--- src/rtl/rr_sel_arbiter8.sv ---
// rr_sel_arbiter8
//   Eight-channel round-robin arbiter that drives the 3-bit select of the
//   8-to-1 multibit output mux directly downstream. One requesting channel is
//   granted at a time. The select is held for up to BURST_MAX accepted beats,
//   and then priority rotates to the channel after the one just served.
//
//   State table:
//     state | meaning
//     IDLE  | no owner; gnt=0; ctrl holds its last value; arbitrate on req
//     GRANT | channel ctrl owns the mux; count accepted beats until release
//
// Ports:
//   clk        in   1  system clock, rising edge
//   rst_n      in   1  asynchronous active-low reset
//   req        in   8  per-channel request (bit i = channel i has a beat)
//   out_ready  in   1  downstream accepts a beat this cycle
//   ctrl       out  3  mux select, registered
//   gnt        out  8  one-hot grant, registered, zero while idle
//   out_valid  out  1  selected channel's beat is valid on the mux output
module rr_sel_arbiter8 #(
    parameter int BURST_MAX = 4
) (
    input  logic       clk,
    input  logic       rst_n,
    input  logic [7:0] req,
    input  logic       out_ready,
    output logic [2:0] ctrl,
    output logic [7:0] gnt,
    output logic       out_valid
);

    localparam int CNT_W = $clog2(BURST_MAX + 1);
    localparam logic [CNT_W-1:0] CNT_LAST = CNT_W'(BURST_MAX - 1);
    localparam logic [CNT_W-1:0] CNT_ONE  = CNT_W'(1);

    typedef enum logic {
        IDLE  = 1'b0,
        GRANT = 1'b1
    } state_t;

    state_t           state, state_nxt;
    logic [2:0]       ptr, ptr_nxt;
    logic [2:0]       ctrl_nxt;
    logic [7:0]       gnt_nxt;
    logic [CNT_W-1:0] cnt, cnt_nxt;

    // Rotated request vector: bit k is the request of channel ptr+k (mod 8).
    // The lowest set bit is therefore the first channel found when the search
    // starts at the pointer.
    logic [15:0] req_dbl;
    logic [7:0]  req_rot;
    logic [2:0]  pick_off;
    logic [2:0]  pick_idx;

    assign req_dbl = {req, req};
    assign req_rot = req_dbl[ptr +: 8];

    always_comb begin
        pick_off = 3'd0;
        // Walk from the top down so the lowest set offset is the one kept.
        for (int k = 7; k >= 0; k--) begin
            if (req_rot[k]) begin
                pick_off = 3'(k);
            end
        end
    end

    assign pick_idx = ptr + pick_off;

    logic sel_req;
    logic xfer;
    logic burst_done;

    assign sel_req    = req[ctrl];
    // out_valid uses the registered ctrl, so it can only change when the
    // owner's own request changes; no glitch from the other channels.
    assign out_valid  = (state == GRANT) && sel_req;
    assign xfer       = out_valid && out_ready;
    assign burst_done = xfer && (cnt == CNT_LAST);

    always_ff @(posedge clk or negedge rst_n) begin
        if (!rst_n) begin
            state <= IDLE;
            ptr   <= 3'd0;
            ctrl  <= 3'd0;
            gnt   <= 8'h00;
            cnt   <= '0;
        end else begin
            state <= state_nxt;
            ptr   <= ptr_nxt;
            ctrl  <= ctrl_nxt;
            gnt   <= gnt_nxt;
            cnt   <= cnt_nxt;
        end
    end

    always_comb begin
        state_nxt = state;
        ptr_nxt   = ptr;
        ctrl_nxt  = ctrl;
        gnt_nxt   = gnt;
        cnt_nxt   = cnt;

        unique case (state)
            IDLE: begin
                gnt_nxt = 8'h00;
                if (req != 8'h00) begin
                    state_nxt = GRANT;
                    ctrl_nxt  = pick_idx;
                    gnt_nxt   = 8'h01 << pick_idx;
                    cnt_nxt   = '0;
                end
            end

            GRANT: begin
                // A dropped request releases without counting a beat; a full
                // burst releases on its last accepted beat. Either way the
                // pointer moves past the channel just served.
                if (!sel_req || burst_done) begin
                    state_nxt = IDLE;
                    gnt_nxt   = 8'h00;
                    ptr_nxt   = ctrl + 3'd1;
                    cnt_nxt   = '0;
                end else if (xfer) begin
                    cnt_nxt = cnt + CNT_ONE;
                end
            end

            default: begin
                state_nxt = IDLE;
                gnt_nxt   = 8'h00;
                cnt_nxt   = '0;
            end
        endcase
    end

endmodule

--- config.mk ---
export PLATFORM = sky130hd
export DESIGN_NAME = rr_sel_arbiter8
export DESIGN_NICKNAME = d
export VERILOG_FILES = /design/src/rtl/rr_sel_arbiter8.sv
export SDC_FILE = /design/constraint.sdc
export NUM_CORES = 1
export LEC_CHECK = 0
export ABC_AREA = 1
export BUFFER_PORTS_ARGS = -buffer_cell sky130_fd_sc_hd__buf_4
export CAP_MARGIN = 20
export CORE_ASPECT_RATIO = 0.9
export CORE_MARGIN = 5
export CORE_UTILIZATION = 57
export DETAILED_ROUTE_END_ITERATION = 10
export GPL_TIMING_DRIVEN = 1
export PLACE_DENSITY = 0.8
export SLEW_MARGIN = 25
export SYNTH_ARGS = -nofsm -noshare
export SYNTH_HDL_FRONTEND = slang
export SYNTH_SLANG_ARGS = --single-unit
--- constraint.sdc ---
create_clock -name clk -period 3.15 [get_ports clk]
set_clock_uncertainty 0.2 [all_clocks]
set_input_delay 0.1575 -clock clk [delete_from_list [all_inputs] [get_ports clk]]
set_output_delay 0.1575 -clock clk [all_outputs]
set_load 0.01 [all_outputs]
Word level (Yosys, flattened, before mapping)
Cells that the tools add are included.

storage, ports and cells
  flip-flop bits (word level) = 18
  bits of input ports = 11

operators by class
  multiplexer cells = 20
  shifts and indexed selects = 2
  bitwise logic cells = 1
  equality and inequality tests = 4
  add/sub/neg operators = 3
  $lt $le $gt $ge = 1
  reduce and logical (&&, ||, !) cells = 9

operators by type and width
  operator               number
  $mux W3                11
  $mux W8                2
  $pmux W8 S2            1
  $shiftx A16 B4 Y8      1
  $reduce_bool A8 Y1     1
  $shl A1 B3 Y8 const A  1
  $add A3 B1 Y3 const B  2
  $pmux W3 S2            1
  $reduce_and A2 Y1      3
  $lt A3 B4 Y1 const B   1
  $add A3 B3 Y3          1
  $bmux W1 S3            1
  $eq A3 B2 Y1 const B   1
  $logic_and A1 B1 Y1    3
  $mux W1                3
  $ne A3 B1 Y1 const B   1
  $ne A2 B1 Y1 const B   1
  $ne A2 B2 Y1 const B   1
  $pmux W1 S2            1
  $logic_not A1 Y1       1
  $logic_or A1 B1 Y1     1
  $not A1 Y1             1

Longest topological paths before layout
  depth in word-level cells = 13
  gate-level depth with buffers = 22

Worst setup path after synthesis
No wires, ideal clock.

  path type = register to register
  from = reg ptr[0]
  to = reg gnt[3]
  arrival time = 2.449 ns
  setup slack = 0.385 ns
  cell stages (with the launch flop) = 22
  clock period less this slack = 2.765 ns
  required time = 2.834 ns
  cells stage by stage = dfrtp_1 -> buf_6 -> inv_8 -> nand2_2 -> nand3_1 -> nand3_1 -> nand2_2 -> inv_1 -> nand2_1 -> nand2_1 -> nand2_1 -> nand2_1 -> a21boi_0 -> ha_1 -> inv_1 -> fa_1 -> xnor2_1 -> inv_1 -> nand2_4 -> nand2_4 -> nand2_1 -> nand2_1

on the way
  word-level cells in the longest chain between the ends = 13

ends and longest elaborated chain
  item                    RTL line  text
  from (decl)             42        logic [2:0] ptr, ptr_nxt;
  from (signal assigned)  90        ptr <= ptr_nxt;
  $shiftx A16 B4 Y8       56        assign req_rot = req_dbl[ptr +: 8];
  $mux W3 (8 in a row)    62        if (req_rot[k]) begin
  $add A3 B3 Y3 *         68        assign pick_idx = ptr + pick_off;
  $shl A1 B3 Y8 *         110       gnt_nxt = 8'h01 << pick_idx;
  $mux W8 *               107       if (req != 8'h00) begin
  $pmux W8 S2 *           104       unique case (state)
  to (signal assigned)    92        gnt <= gnt_nxt;
  to (decl)               28        output logic [7:0] gnt,

Every way passes the cells marked *; elsewhere a longest branch is shown, timed or not.
A chain may end at the register's enable or synchronous reset.

Final worst setup path
  from = reg ptr[0]
  to = reg gnt[6]

The elaborated chain is that of the path after synthesis.

==> metrics <==
Synthesized Nets=229; Clock Path Buffers=2; Die W=~65 um; hold_sp=out_ready; reg2reg start=ptr[0]$_DFFE_PN0P_; first-pass GRT wire length=between 5000 and 6000 um; Setup-failing EPs final=0; DRC=0; ANT cells=0; ys flop type=dfrtp_1; Mapped Avg Cell Area=between 7 and 8 um2; Post-synth EDFFs=0; final net count=258; Setup CP Type=flip-flop to flip-flop; status=completed; layout cells sized above 1=between 30% and 40%; Core Area=about 2700 um2; Starting Density=roughly 58%; Worst slew margin=between 60% and 70%; fmax=roughly 0.35 GHz; top cells by count, synth=66 x nand2_1, 23 x nand3_1, 20 x inv_1, 18 x dfrtp_1, 18 x nand2_2; Hold Crit Depth=4; Max IR drop VDD=about 0.68 mV; clock sink count=18; worst-path fanout max=9; Area growth, synth to finish=17.6%; CTS tree=yes; R2R depth=19; DR vias=~1400; max cap viols=0; drt first pass iters=4; grt total ovfl=0; Die Area=just under 4000 um2; Seq/Total Area, Yosys=29.1%; reg-to-reg endpoint=gnt[6]$_DFFE_PN0P_; Worst setup EP type=flip-flop; post-route ant nets=0; slew at the pin closest to its max-slew limit=a little over 0.5 ns; root buf cell=clkbuf_4; asr flop ratio synth=100%; HP Class=primary input to flip-flop; I/O pins=23; Tmin final=roughly 2.8 ns; crit path DAT=approximately 2.9 ns; DR WL/cell=12.2 um; Initial DRC Count=between 70 and 80; Yosys top cell area share=~29%; GRT Total Usage=around a fifth; #FFs+latches synth=18; reported leakage power=between 0.9 and 1 nW; DR vias/cell=between 5 and 6; Worst-Skew Late Latency=roughly 0.29 ns; FILL cells=239; yosys warns=0; Routed WL=around 3300 um; Syn Inst Count=213; endpoints failing hold=0; die height=between 50 and 60 um; initial antenna violation count=0; Cell Pwr Density=between 1000 and 1500 nW/um2; TritonCTS Buffers=3; setup TNS=0 ns; CP required=roughly 3.2 ns; largest net degree at the start of global routing=19; I/O Buffers=22; post-synthesis cell type count=30; dominant cells by area after synthesis=dfrtp_1 29%, nand2_1 16%, nand3_1 7.4%, nand2_2 7.3%, nand3_2 6.5%; cell with the most instances after synthesis=nand2_1; r2r setup slk=0.33 ns; hold slack=0.0392 ns; vias in the first global route=around 1300; post-synth top area cell=dfrtp_1; startpoint types=flip-flop; gpl congestion=0.846; WHS Endpoint=cnt[2]$_DFFE_PN0P_; post-synthesis cell area=about 1500 um2; htree depth=1; Pins Over Slew Limit=0; HPWL after DPL=2600 um; Reg clk slew, reported paths=roughly 0.1 ns; Final Cycle Share=89.7%; unrepaired setup endpoints after global routing=no; cell row count=18
-- sequential cells by signal, summed over array words and instances, names as in the netlist --
signal / count
cnt: 3
ctrl: 3
gnt: 8
ptr: 3
state: 1
-- kinds of logic (layout without fill, tap and decap cells) --
logic type,count (synthesis),after routing,synth area share [%]
flops,18,18,29.1
fa+ha+maj,5,5,4.52
simple gates,146,146,50.9
compound gates,16,16,5.82
buf+inv,26,54,8.56
xor+xnor,2,2,1.13
-- what timing repair did --
action / in CTS / in global routing
hold buffers: 1 / 0
setup endpoints to repair: 0 / 10
endpoints found under the hold margin: 18 / 0
setup buffers: 0 / 3
resized for setup: 0 / 7
-- area by class of cell --
cell class,count,area (um2),share of cell area (%)
clock buffers,4,36.3,1.99
repair buffers,27,215,11.8
inverters,23,98.8,5.43
well taps,30,37.5,2.06
multi-input cells,169,981,53.8
flip-flops and latches,18,453,24.9
-- worst max path at each step --
stage / start / cells after the start / end / slack, ns
after global placement: ptr[0]$_DFFE_PN0P_ / 19 / gnt[0]$_DFFE_PN0P_ / 0.12
after floorplan: ptr[0]$_DFFE_PN0P_ / 21 / gnt[3]$_DFFE_PN0P_ / 0.39
after global routing: ptr[0]$_DFFE_PN0P_ / 19 / gnt[6]$_DFFE_PN0P_ / 0.04
final: ptr[0]$_DFFE_PN0P_ / 19 / gnt[6]$_DFFE_PN0P_ / 0.33
after CTS: ptr[1]$_DFFE_PN0P_ / 19 / gnt[0]$_DFFE_PN0P_ / 0.01
after detailed placement: ptr[1]$_DFFE_PN0P_ / 19 / gnt[0]$_DFFE_PN0P_ / 0.04
-- cells in the final DEF, fill, tap and decap left out, drive strengths merged, types with 2 or more instances in the layout --
master,count
a21oi,2
buf,25
clkbuf,5
dfrtp,18
ha,4
inv,22
nand2,90
nand3,34
nand4,2
nor2,16
nor3,2
o211ai,2
o21ai,10
-- stage by stage --
step | worst slack (ns) | instances | utilization (%) | area (um2) | total power (W)
after detailed placement | 0.0410 | 263 | 64.4 | 1730 | 0.00182
after global placement | 0.116 | 263 | 64.4 | 1730 | 0.00180
after global routing | 0.0441 | 271 | 68.0 | 1820 | 0.00230
after CTS | 0.0136 | 268 | 66.1 | 1770 | 0.00197
after floorplan | 0.385 | 213 | - | 1550 | 0.00155
final | 0.326 | 271 | 68.0 | 1820 | 0.00205
-- metal layers --
layer,track usage [%],up-vias,share of wire [%]
li1,-,741,-
met1,29.2,633,51
met2,29.7,29,45
met3,3.42,2,3.7
met4,2.71,0,0.30
met5,0,-,0
-- critical path, stage by stage, from the launching register on --
cell and delay [ns]:
dfrtp_2 0.44, buf_12 0.14, inv_8 0.08, nand2_2 0.07
nand3_2 0.08, nand3_1 0.09, nand2_2 0.09, nand2_1 0.05
nand2_1 0.05, nand2_1 0.04, nand2_1 0.05, nand2_1 0.05
a21boi_1 0.13, ha_1 0.15, inv_1 0.05, fa_2 0.45
or2_1 0.26, nor2_1 0.13, nand3_1 0.10, nand2_1 0.07
-- where the power goes --
| part | total [W] | switching, W | internal (W) |
|---|---|---|---|
| combinational | 0.00150 | 0.000927 | 0.000575 |
| sequential | 0.000410 | 0.0000947 | 0.000315 |
| clock | 0.000139 | 0.0000688 | 0.0000704 |
(Power assumes the default switching activity.)
